===== config.mk =====
export PLATFORM = sky130hd
export DESIGN_NAME = kd_tree_query_scheduler
export DESIGN_NICKNAME = d
export VERILOG_FILES = /design/src/rtl/kd_tree_query_scheduler.sv
export SDC_FILE = /design/constraint.sdc
export NUM_CORES = 1
export LEC_CHECK = 0
export BUFFER_PORTS_ARGS = -buffer_cell sky130_fd_sc_hd__buf_2
export CAP_MARGIN = 0
export CORE_MARGIN = 10
export CORE_UTILIZATION = 28
export DETAILED_ROUTE_END_ITERATION = 8
export GPL_ROUTABILITY_DRIVEN = 0
export REMOVE_ABC_BUFFERS = 1
export SKIP_CTS_REPAIR_TIMING = 1
export SKIP_LAST_GASP = 1
export SYNTH_ARGS = -nofsm -noshare
export SYNTH_HDL_FRONTEND = slang
export SYNTH_SLANG_ARGS = --single-unit

===== constraint.sdc =====
create_clock -name clk -period 4.06 [get_ports clk]
set_input_delay 0.203 -clock clk [delete_from_list [all_inputs] [get_ports clk]]
set_output_delay 0.203 -clock clk [all_outputs]
set_load 0.02 [all_outputs]

===== src/rtl/kd_tree_query_scheduler.sv =====
// kd_tree_query_scheduler: runs the internal_node_tree datapath in two phases.
//   LOAD  - opens the aggregator path until NUM_NODES node words have landed.
//   QUERY - issues patches to the tree one per cycle, tags each with a qid and
//           collects leaf indices in a credit-protected result FIFO.
// Optional macro LATENCY_CHECK_EN adds an issue-strobe delay line and a sticky
// lat_err output flagging any tree_leaf_valid that disagrees with it.
module kd_tree_query_scheduler #(
  parameter int NUM_NODES     = 63,
  parameter int PATCH_WIDTH   = 55,
  parameter int ADDRESS_WIDTH = 8,
  parameter int TREE_LATENCY  = 6,
  parameter int FIFO_DEPTH    = 8,
  parameter int QID_WIDTH     = 4
) (
  input  logic                     clk,
  input  logic                     rst_n,
  input  logic                     start,
  input  logic [15:0]              num_queries,
  output logic                     agg_full_n,
  input  logic                     node_enq,
  output logic                     tree_fsm_enable,
  input  logic                     patch_valid,
  output logic                     patch_ready,
  input  logic [PATCH_WIDTH-1:0]   patch_data,
  output logic                     tree_patch_en,
  output logic [PATCH_WIDTH-1:0]   tree_patch_in,
  input  logic [ADDRESS_WIDTH-1:0] tree_leaf_index,
  input  logic                     tree_leaf_valid,
  output logic                     result_valid,
  input  logic                     result_ready,
  output logic [ADDRESS_WIDTH-1:0] result_index,
  output logic [QID_WIDTH-1:0]     result_qid,
  output logic                     busy,
  output logic                     done,
`ifdef LATENCY_CHECK_EN
  output logic                     lat_err,
`endif
  output logic                     proto_err
);

  localparam int PW  = $clog2(FIFO_DEPTH);
  localparam int CW  = PW + 1;
  localparam int NCW = $clog2(NUM_NODES + 1);

  typedef enum logic [1:0] {S_IDLE, S_LOAD, S_QUERY, S_DRAIN} state_t;

  typedef struct packed {
    logic [QID_WIDTH-1:0]     qid;
    logic [ADDRESS_WIDTH-1:0] idx;
  } res_t;

  state_t                 state_q, state_d;
  logic [15:0]            nq_q, nq_d;
  logic [NCW-1:0]         node_cnt_q, node_cnt_d;
  logic [15:0]            issue_cnt_q, issue_cnt_d;
  logic [QID_WIDTH-1:0]   qid_q, qid_d;
  logic [CW-1:0]          inflight_q, inflight_d;
  logic [QID_WIDTH-1:0]   tag_mem_q [FIFO_DEPTH];
  logic [QID_WIDTH-1:0]   tag_mem_d [FIFO_DEPTH];
  logic [PW-1:0]          tag_wp_q, tag_wp_d, tag_rp_q, tag_rp_d;
  res_t                   res_mem_q [FIFO_DEPTH];
  res_t                   res_mem_d [FIFO_DEPTH];
  logic [PW-1:0]          res_wp_q, res_wp_d, res_rp_q, res_rp_d;
  logic [CW-1:0]          res_cnt_q, res_cnt_d;
  logic                   issue_en_q, issue_en_d;
  logic [PATCH_WIDTH-1:0] issue_data_q, issue_data_d;
  logic                   done_q, done_d;
  logic                   proto_err_q, proto_err_d;
  logic                   agg_open_q, agg_open_d;
  logic                   busy_q, busy_d;

  logic ready_c, accept, leaf_ok, res_pop;

`ifdef LATENCY_CHECK_EN
  logic [TREE_LATENCY:1] vld_pipe_q, vld_pipe_d;
  logic                  lat_err_q, lat_err_d;
`endif

  // Credit check: accepted-but-unreturned queries plus queued results never exceed the FIFO.
  always_comb begin
    ready_c = (state_q == S_QUERY) && (issue_cnt_q < nq_q) &&
              (({1'b0, inflight_q} + {1'b0, res_cnt_q}) < (CW + 1)'(FIFO_DEPTH));
    accept  = ready_c && patch_valid;
    leaf_ok = tree_leaf_valid && (inflight_q != '0);
    res_pop = (res_cnt_q != '0) && result_ready;
  end

  // Next-state for FSM, counters, tag FIFO, result FIFO and registered outputs.
  always_comb begin
    state_d      = state_q;
    nq_d         = nq_q;
    node_cnt_d   = node_cnt_q;
    issue_cnt_d  = issue_cnt_q;
    qid_d        = qid_q;
    done_d       = 1'b0;
    tag_mem_d    = tag_mem_q;
    tag_wp_d     = tag_wp_q;
    tag_rp_d     = tag_rp_q;
    res_mem_d    = res_mem_q;
    res_wp_d     = res_wp_q;
    res_rp_d     = res_rp_q;
    issue_en_d   = accept;
    issue_data_d = accept ? patch_data : issue_data_q;
    proto_err_d  = proto_err_q | (tree_leaf_valid && (inflight_q == '0));
    inflight_d   = inflight_q + CW'(accept) - CW'(leaf_ok);
    res_cnt_d    = res_cnt_q + CW'(leaf_ok) - CW'(res_pop);

    unique case (state_q)
      S_IDLE: if (start) begin
        state_d     = S_LOAD;
        nq_d        = num_queries;
        node_cnt_d  = '0;
        issue_cnt_d = '0;
        qid_d       = '0;
      end
      S_LOAD: if (node_enq) begin
        node_cnt_d = node_cnt_q + NCW'(1);
        if (node_cnt_q == NCW'(NUM_NODES - 1))
          state_d = (nq_q == '0) ? S_DRAIN : S_QUERY;
      end
      S_QUERY: if (accept) begin
        issue_cnt_d = issue_cnt_q + 16'd1;
        qid_d       = qid_q + QID_WIDTH'(1);
        if (issue_cnt_q + 16'd1 == nq_q) state_d = S_DRAIN;
      end
      S_DRAIN: if ((inflight_q == '0) && (res_cnt_q == '0)) begin
        state_d = S_IDLE;
        done_d  = 1'b1;
      end
      default: state_d = S_IDLE;
    endcase

    // Tag FIFO mirrors inflight, so it is never empty when leaf_ok is set.
    if (accept) begin
      tag_mem_d[tag_wp_q] = qid_q;
      tag_wp_d            = tag_wp_q + PW'(1);
    end
    if (leaf_ok) begin
      tag_rp_d            = tag_rp_q + PW'(1);
      res_mem_d[res_wp_q] = '{qid: tag_mem_q[tag_rp_q], idx: tree_leaf_index};
      res_wp_d            = res_wp_q + PW'(1);
    end
    if (res_pop) res_rp_d = res_rp_q + PW'(1);

    agg_open_d = (state_d == S_LOAD);
    busy_d     = (state_d != S_IDLE);
  end

`ifdef LATENCY_CHECK_EN
  // Delay line of issue strobes; its last tap predicts tree_leaf_valid.
  always_comb begin
    vld_pipe_d    = vld_pipe_q;
    vld_pipe_d[1] = issue_en_q;
    for (int k = 2; k <= TREE_LATENCY; k++) vld_pipe_d[k] = vld_pipe_q[k-1];
    lat_err_d = lat_err_q | (tree_leaf_valid != vld_pipe_q[TREE_LATENCY]);
  end

  // Latency checker state.
  always_ff @(posedge clk or negedge rst_n) begin
    if (!rst_n) begin
      vld_pipe_q <= '0;
      lat_err_q  <= 1'b0;
    end else begin
      vld_pipe_q <= vld_pipe_d;
      lat_err_q  <= lat_err_d;
    end
  end

  assign lat_err = lat_err_q;
`endif

  // All scheduler state; reset drops in-flight work and empties both FIFOs.
  always_ff @(posedge clk or negedge rst_n) begin
    if (!rst_n) begin
      state_q      <= S_IDLE;
      nq_q         <= '0;
      node_cnt_q   <= '0;
      issue_cnt_q  <= '0;
      qid_q        <= '0;
      inflight_q   <= '0;
      tag_wp_q     <= '0;
      tag_rp_q     <= '0;
      res_wp_q     <= '0;
      res_rp_q     <= '0;
      res_cnt_q    <= '0;
      issue_en_q   <= 1'b0;
      issue_data_q <= '0;
      done_q       <= 1'b0;
      proto_err_q  <= 1'b0;
      agg_open_q   <= 1'b0;
      busy_q       <= 1'b0;
      for (int i = 0; i < FIFO_DEPTH; i++) begin
        tag_mem_q[i] <= '0;
        res_mem_q[i] <= '0;
      end
    end else begin
      state_q      <= state_d;
      nq_q         <= nq_d;
      node_cnt_q   <= node_cnt_d;
      issue_cnt_q  <= issue_cnt_d;
      qid_q        <= qid_d;
      inflight_q   <= inflight_d;
      tag_wp_q     <= tag_wp_d;
      tag_rp_q     <= tag_rp_d;
      res_wp_q     <= res_wp_d;
      res_rp_q     <= res_rp_d;
      res_cnt_q    <= res_cnt_d;
      issue_en_q   <= issue_en_d;
      issue_data_q <= issue_data_d;
      done_q       <= done_d;
      proto_err_q  <= proto_err_d;
      agg_open_q   <= agg_open_d;
      busy_q       <= busy_d;
      tag_mem_q    <= tag_mem_d;
      res_mem_q    <= res_mem_d;
    end
  end

  assign agg_full_n      = agg_open_q;
  assign tree_fsm_enable = agg_open_q;
  assign patch_ready     = ready_c;
  assign tree_patch_en   = issue_en_q;
  assign tree_patch_in   = issue_data_q;
  assign result_valid    = (res_cnt_q != '0);
  assign result_index    = res_mem_q[res_rp_q].idx;
  assign result_qid      = res_mem_q[res_rp_q].qid;
  assign busy            = busy_q;
  assign done            = done_q;
  assign proto_err       = proto_err_q;

endmodule


==> metrics, run 1 <==
Residual DRC 0; synthesized area 12200 sq um; CP endpoint kind register; internal power 6.19 mW; initial core utilization 28.3%; Final Critical Period 3.16 ns; crit path kind reg -> reg; most frequent cells in the layout dfrtp_1 (252), nand2_1 (237), buf_2 (159); Crit Reg-Reg Endpoint tree_patch_in[15]$_DFFE_PN0P_; crit path launch type register; sw frac 30.6%; placed cell count 1773; H-tree Lvls 1; required time of the critical path 4.56 ns; Max Fclk 317 MHz; clk_skew 0.0248 ns; first-pass GRT wire length 49300 um; Critical path origin inflight_q[3]$_DFF_PN0_; Clock transition at path regs 0.07 ns; Initial DRC Count 559; vias in the first global route 9174; Clock Path Buffers 3; Post-DP HPWL 20200 um; Worst Path Arrival 3.66 ns; clk root buf clkbuf_16; combinational share of power 28.3%; fin crit share 77.7%; n_diodes 0; crit-path max FO 53; setup tns final 0 ns; clock latency on the worst-skew pair 0.57 ns; IO Port Bufs 160; Placed Area 13600 sq um; IO Pins 161; share of power burned in registers 39.7%; worst r2r src inflight_q[3]$_DFF_PN0_; PD cells 578 nW/um^2; share of layout cells above drive strength 1 27.2%; Die Ht 229 um; FILL cells 4237; WHS -0.00642 ns; Setup crit end tree_patch_in[15]$_DFFE_PN0P_; most common cell after layout, fill and taps aside dfrtp_1; Clock Power Share 32.0%; antenna violations before repair 0; GRT Util Overall 11.2%; endpoints failing setup 0; number of synthesized flops with an enable pin 0; Max VDD drop 0.343 mV; R2R setup slack 0.90 ns; Die W 229 um; Std-Cell Rows 76; Slew HR 42.7%; Ys Warns 0; number of max-cap violations 0; non-filler cells, final 1908; DIE AREA 52300 sq um; Switch Pwr 2.73 mW; final wirelength 30900 um; Leakage 7.36 nW; Synth cell types 71; Syn Area/Cell 11.4 sq um; failing checks negative hold slack; GRT Residual Overflow 0; post-route cell area 15400 sq um; Final Slew Violations 0; Final Hold Fails 3; sequential cell area fraction in the yosys report 51.7%; CORE AREA 43100 sq um; Syn Inst Count 1075; CTS Sinks 252; CTS Buf Count 30; RSZ-0062 raised after global routing no; Nets 1424; Async SR Flop Fraction 100%; Yosys reg bits 252; Hold Path Class in -> reg; outcome finished, violations left; Main synth FF type dfrtp_1; largest net degree at the start of global routing 89; TritonCTS clock tree built; post-route antenna net violation count 0; Area Overhead vs Synth 26.3%; routed vias 8908; vias per inst 4.67; R2R depth 10; routed length per instance 16.2 um; worst slew pin tran 0.857 ns; First-pass DRT Iterations 5
[per-layer routing]
metal / global-route usage, % / routed length (um) / vias up
met4: 2.73 / 631 / 0
met2: 18.3 / 14300 / 250
met5: 0 / 0 / -
li1: - / - / 4193
met1: 13.9 / 13700 / 4419
met3: 4.17 / 2300 / 46
[worst min path at each step]
| stage | from | to | cells after the start |
|---|---|---|---|
| 5_1_grt | tree_leaf_index[4] | res_mem_q[88]$_DFFE_PN0P_ | 2 |
| 3_5_place_dp | rst_n | res_mem_q[43]$_DFFE_PN0P_ | 1 |
| 6_report | start | agg_full_n$_DFF_PN0_ | 3 |
| 3_3_place_gp | rst_n | res_mem_q[43]$_DFFE_PN0P_ | 1 |
| 4_1_cts | rst_n | res_mem_q[67]$_DFFE_PN0P_ | 1 |
| 2_1_floorplan | rst_n | agg_full_n$_DFF_PN0_ | 0 |
[cell families after synthesis]
family,after synthesis,share of synthesized area [%]
buf+inv,105,3.99
fa+ha+maj,39,4.12
compound gates,133,6.65
simple gates,363,14.5
mux,147,16.5
xor+xnor,36,2.58
flops,252,51.7
[power by group through the flow]
| stage | clock network, mW | logic [mW] | registers (mW) |
|---|---|---|---|
| 2_1_floorplan | 0 | 1.78 | 3.52 |
| 3_3_place_gp | 0 | 2.45 | 3.56 |
| 3_5_place_dp | 0 | 2.49 | 3.58 |
| 4_1_cts | 2.94 | 2.52 | 3.54 |
| 5_1_grt | 3.03 | 2.81 | 3.62 |
| 6_report | 2.85 | 2.53 | 3.54 |
[synthesized netlist by cell type, types with 3 or more instances]
cell        n  share of area, %
nor2_1     36               1.1
o21ai_1     8              0.33
clkbuf_1   22              0.68
xor2_1     12              0.86
o22ai_1     5              0.26
nand2b_1    4              0.20
buf_6       4              0.37
mux2i_1     6              0.49
nand4_1    14              0.72
nor3_1     10              0.41
o21ai_0    46               1.9
a22o_1      4              0.29
and4_1      4              0.29
buf_1       8              0.25
mux2_1     34               3.1
buf_2      21              0.86
dfrtp_1   252                52
xnor2_1    24               1.7
a21oi_1    32               1.3
a31oi_1     7              0.36
a21o_1      8              0.49
nor4_1      7              0.36
mux4_2     32               5.9
and2_1      3              0.15
mux2_2     75               6.9
and3_1      5              0.26
nand4b_1    3              0.22
buf_4       9              0.55
inv_1      39               1.2
ha_1       37               3.8
nor4b_4     4              0.78
nand3_1    14              0.57
nor3b_1     3              0.18
nand2_1   237               7.3
[metrics by stage]
step,setup WS (ns),util (%),power [mW]
after detailed placement,0.972,31.5,6.08
after global placement,1.01,31.5,6.00
after global routing,0.598,35.8,9.47
after floorplan,0.672,-,5.30
after CTS,0.912,33.9,9.00
final,0.904,35.8,8.92
[area by class of cell]
class	instances	area (sq um)	share of cell area (%)
repair buffers	256	1740	11.3
flip-flops and latches	252	6310	40.9
well taps	585	732	4.75
multi-input cells	718	5410	35.1
clock inverters	19	236	1.53
inverters	41	156	1.01
clock buffers	37	828	5.37
[worst max-delay path, stage by stage, from the launching register on]
cell,delay (ns)
dfrtp_1,0.38
ha_1,0.28
nor4_1,0.33
o2111ai_2,0.19
nor3b_2,0.31
nand3_4,0.23
buf_4,0.31
inv_4,0.46
buf_4,0.35
nand2_1,0.10
nand2_1,0.08
[registers in the layout, indices dropped and copies added, names as in the netlist, 4 cells and up]
name	cells
res_mem_q	96
tree_patch_in	55
tag_mem_q	32
issue_cnt_q	16
nq_q	16
node_cnt_q	6
inflight_q	4
qid_q	4
res_cnt_q	4
(Power assumes the default switching activity.)
==> run 2, diff against run 1 <==
==> constraint.sdc (replaced) <==
create_clock -name clk -period 3.2 [get_ports clk]
set_input_delay 0.16 -clock clk [delete_from_list [all_inputs] [get_ports clk]]
set_output_delay 0.16 -clock clk [all_outputs]
set_load 0.02 [all_outputs]
==> metrics, run 2 (same netlist as run 1, synthesis figures left out) <==
outcome finished, violations left; failing checks negative hold slack; vias per inst 4.61 (-1.2%); n_diodes 0 (unchanged); Clock Power Share 31.3% (-0.7 points); FILL cells 4168 (-1.6%); Clock transition at path regs 0.06 ns (about the same); CTS Sinks 252 (unchanged); H-tree Lvls 1 (unchanged); Die Ht 229 um (unchanged); Std-Cell Rows 76 (unchanged); WHS Endpoint node_cnt_q[0]$_DFFE_PN0P_; crit-path max FO 11 (-79%); GRT Residual Overflow 0 (unchanged); Residual DRC 0 (unchanged); fin crit share 91.8% (+14 points); Crit Reg-Reg Endpoint inflight_q[2]$_DFF_PN0_; clk root buf clkbuf_16; routed length per instance 16.0 um (-1.1%); Worst Path Arrival 3.40 ns (-0.26 ns); initial core utilization 28.3% (unchanged); CTS Buf Count 30 (unchanged); final wirelength 30700 um (-0.46%); first-pass GRT wire length 49000 um (-0.62%); combinational share of power 28.7% (+0.4 points); hold depth 4 (+1); share of layout cells above drive strength 1 27.6% (+0.41 points); Final Hold Fails 1 (-2); Die W 229 um (unchanged); sw frac 30.6% (+0.041 points); CORE AREA 43100 sq um (unchanged); Max VDD drop 0.666 mV (+94%); share of power burned in registers 40.0% (+0.3 points); crit path launch type register; min-delay src node_enq; antenna violations before repair 0 (unchanged); Initial DRC Count 426 (-24%); Slew HR 45.2% (+2.5 points); Power Total 11.2 mW (+26%); First-pass DRT Iterations 4 (-1); CP endpoint kind register; TritonCTS clock tree built; post-route antenna net violation count 0 (unchanged); max reg flops 96 (unchanged); R2R setup slack 0.26 ns (-0.64 ns); Area Overhead vs Synth 27.2%; routed vias 8863 (-0.51%); most common cell after layout, fill and taps aside dfrtp_1; endpoints failing setup 0 (unchanged); Switch Pwr 3.44 mW (+26%); Hold Path Class in -> reg; DIE AREA 52300 sq um (unchanged); required time of the critical path 3.66 ns (-0.90 ns); Nets 1438 (+0.98%); number of max-cap violations 0 (unchanged); IO Pins 161 (unchanged); Final Critical Period 2.94 ns (-0.219 ns); RSZ-0062 raised after global routing no; worst r2r src issue_cnt_q[9]$_DFFE_PN0P_; largest net degree at the start of global routing 143 (+61%); Clock Path Buffers 3 (unchanged); worst slew pin tran 0.822 ns (-0.0350 ns); most frequent cells in the layout dfrtp_1 (252), nand2_1 (237), buf_2 (159); GRT Util Overall 11.2% (-0.067 points); WHS -0.0353 ns (-0.0289 ns); Largest Register res_mem_q; crit path kind reg -> reg; PD cells 723 nW/um^2 (+25%); clk_skew 0.0245 ns (-0.000309 ns); R2R depth 11 (+1); internal power 7.78 mW (+26%); Final Slew Violations 0 (unchanged); IO Port Bufs 160 (unchanged); Leakage 7.43 nW (+0.88%); vias in the first global route 9216 (+0.46%); Post-DP HPWL 20500 um (+1.5%); clock latency on the worst-skew pair 0.57 ns (about the same); Max Fclk 340 MHz (+7.4%)
## run 2: worst max-delay path by stage
stage                                     from                      end  slack, ns  depth (start not counted)
floorplan              inflight_q[3]$_DFF_PN0_  inflight_q[2]$_DFF_PN0_      -0.19                         11
global placement       inflight_q[3]$_DFF_PN0_  inflight_q[1]$_DFF_PN0_       0.29                         11
detailed placement  issue_cnt_q[9]$_DFFE_PN0P_  inflight_q[2]$_DFF_PN0_       0.30                         11
CTS                    inflight_q[3]$_DFF_PN0_  inflight_q[2]$_DFF_PN0_       0.27                         11
global route           inflight_q[3]$_DFF_PN0_  inflight_q[2]$_DFF_PN0_       0.08                         11
finish              issue_cnt_q[9]$_DFFE_PN0P_  inflight_q[2]$_DFF_PN0_       0.26                         11
## run 2: critical path, cell delays in order, from the launching register on
cell      delay (ns)
dfrtp_1         0.54
ha_1            0.31
a21oi_1         0.12
o21ai_0         0.11
o21bai_1        0.36
nand3_4         0.26
ha_1            0.35
inv_1           0.05
ha_1            0.15
inv_1           0.06
fa_1            0.38
xnor2_1         0.13
## run 2: power groups by stage
stage | sequential [mW] | clock (mW) | combinational [mW]
finish | 4.49 | 3.51 | 3.23
global route | 4.60 | 3.75 | 3.57
CTS | 4.48 | 3.63 | 3.21
detailed placement | 4.53 | 0 | 3.18
global placement | 4.49 | 0 | 3.13
floorplan | 4.47 | 0 | 2.25
## run 2: per-stage QoR
step	util [%]	TNS (ns)	cell area [sq um]	setup WS, ns	cells
after floorplan	-	-0.521	11900	-0.188	1011
after global placement	31.7	0	13700	0.285	1784
after detailed placement	31.7	0	13700	0.300	1784
after CTS	34.1	0	14700	0.267	1839
after global routing	36.0	0	15500	0.0800	1921
final	36.0	0	15500	0.263	1921
## run 2: layout make-up
type	count	area, sq um	share of cell area, %
Tap cell	585	732	4.71
Clock buffer	42	876	5.64
Sequential cell	252	6310	40.6
Multi-Input combinational cell	718	5410	34.9
Clock inverter	13	165	1.06
Inverter	41	156	1.01
Timing Repair Buffer	270	1880	12.1
## run 2: routing by layer
metal | share of wire, % | global-route usage, % | vias to the layer above | wire, um
met2 | 46 | 18.0 | 260 | 14100
met5 | 0 | 0 | - | 0
li1 | - | - | 4222 | -
met3 | 8.0 | 3.90 | 54 | 2470
met1 | 44 | 13.8 | 4327 | 13400
met4 | 2.4 | 3.58 | 0 | 724
==> run 3, diff against run 2 <==
--- a/config.mk
+++ b/config.mk
@@ -7,6 +7,7 @@
 export LEC_CHECK = 0
 export BUFFER_PORTS_ARGS = -buffer_cell sky130_fd_sc_hd__buf_2
 export CAP_MARGIN = 0
+export CORE_ASPECT_RATIO = 1.4
 export CORE_MARGIN = 10
 export CORE_UTILIZATION = 28
 export DETAILED_ROUTE_END_ITERATION = 8
==> metrics, run 3 (same netlist as run 1, synthesis figures left out) <==
outcome finished clean; hold depth 3 (-1); Final Critical Period 2.80 ns (-0.134 ns); vias in the first global route 9270 (+0.59%); clk root buf clkbuf_16; Final Slew Violations 0 (unchanged); GRT Util Overall 11.4% (+0.22 points); CORE AREA 43100 sq um (+0.12%); post-route antenna net violation count 0 (unchanged); DIE AREA 52500 sq um (+0.23%); Final Hold Fails 0 (-1); H-tree Lvls 1 (unchanged); PD cells 708 nW/um^2 (-2.0%); worst setup margin 0.396 ns (+0.134 ns); Power Total 10.9 mW (-3.2%); Std-Cell Rows 90 (+18%); CTS Buf Count 27 (-10%); number of max-cap violations 0 (unchanged); vias per inst 4.70 (+1.8%); required time of the critical path 3.62 ns (-0.04 ns); CP endpoint kind register; clock latency on the worst-skew pair 0.55 ns (-0.02 ns); max reg flops 96 (unchanged); final wirelength 31300 um (+1.9%); crit path launch type register; Post-DP HPWL 20800 um (+1.7%); non-filler cells, final 1879 (-2.2%); Die W 196 um (-14%); Area Overhead vs Synth 25.6%; Slew HR 34.2% (-11 points); Residual DRC 0 (unchanged); clk_skew 0.00882 ns (-0.0157 ns); worst slew pin tran 0.987 ns (+0.165 ns); Max VDD drop 0.421 mV (-37%); CTS Sinks 252 (unchanged); post-route cell area 15300 sq um (-1.3%); TritonCTS clock tree built; IO Port Bufs 160 (unchanged); Placed Area 13700 sq um (-0.11%); WHS 0.00386 ns (+0.0392 ns); GRT Residual Overflow 0 (unchanged); first-pass GRT wire length 49600 um (+1.1%); crit path kind reg -> reg; RSZ-0062 raised after global routing no; crit-path max FO 2 (-9); Largest Register res_mem_q; routed length per instance 16.7 um (+4.2%); Initial DRC Count 372 (-13%); antenna violations before repair 0 (unchanged); routed vias 8822 (-0.46%); Nets 1433 (-0.35%); initial core utilization 28.3% (-0.035 points); share of layout cells above drive strength 1 27.2% (-0.42 points); R2R depth 11 (unchanged); Hold Path Class in -> reg; n_diodes 0 (unchanged); most frequent cells in the layout dfrtp_1 (252), nand2_1 (237), buf_2 (159); Die Ht 267 um (+17%); IO Pins 161 (unchanged); Max Fclk 357 MHz (+4.8%); placed cell count 1750 (-1.9%); First-pass DRT Iterations 5 (+1); Worst Path Arrival 3.23 ns (-0.17 ns); most common cell after layout, fill and taps aside dfrtp_1; endpoints failing setup 0 (unchanged); largest net degree at the start of global routing 78 (-45%); Leakage 7.36 nW (-0.93%); Clock transition at path regs 0.06 ns (about the same); setup slack after placement 0.408 ns (+0.108 ns); Clock Path Buffers 3 (unchanged); fin crit share 87.6% (-4.2 points)
==> run 3: layer usage <==
| layer | GRT usage, % | share of wire, % | vias to the layer above |
|---|---|---|---|
| li1 | - | - | 4191 |
| met1 | 13.5 | 42 | 4349 |
| met2 | 19.4 | 50 | 221 |
| met3 | 2.90 | 5.7 | 61 |
| met4 | 4.38 | 3.1 | 0 |
| met5 | 0 | 0 | - |
==> run 3: worst paths after layout <==
kind,to,start,slack (ns)
min in group asynchronous,res_mem_q[25]$_DFFE_PN0P_,rst_n,0.17
max in group asynchronous,nq_q[2]$_DFFE_PN0P_,rst_n,2.08
worst max-delay path,inflight_q[2]$_DFF_PN0_,inflight_q[3]$_DFF_PN0_,0.40
worst min register to register,proto_err$_DFF_PN0_,proto_err$_DFF_PN0_,0.46
worst min-delay path,agg_full_n$_DFF_PN0_,start,0.004
worst max register to register,inflight_q[2]$_DFF_PN0_,inflight_q[3]$_DFF_PN0_,0.40
==> run 3: cell type report <==
type | instances | area [sq um]
fill | 4232 | 27800
multi-input combinational | 718 | 5420
inverter | 41 | 156
clock buffer | 39 | 801
tap | 552 | 691
timing repair buffer | 268 | 1890
clock inverter | 9 | 70.1
sequential | 252 | 6310
==> run 3: worst max-delay path, stage by stage (launching register included) <==
cell and delay, ns:
dfrtp_1 0.38, ha_1 0.29, nor4_1 0.32, o2111ai_2 0.19, nor3b_2 0.30, nand3_4 0.13, ha_1 0.31, inv_1 0.06
ha_1 0.15, inv_1 0.06, fa_1 0.37, xnor2_1 0.14
==> run 3: through the flow <==
stage	util [%]	setup TNS (ns)
2_1_floorplan	-	-0.521
3_3_place_gp	31.7	0
3_5_place_dp	31.7	0
4_1_cts	33.7	0
5_1_grt	35.6	0
6_report	35.6	0
==> run 3: report_power, final <==
| group | internal [mW] | switching [mW] | total (mW) |
|---|---|---|---|
| clock network | 1.80 | 1.28 | 3.09 |
| logic | 1.76 | 1.52 | 3.28 |
| registers | 3.90 | 0.593 | 4.50 |
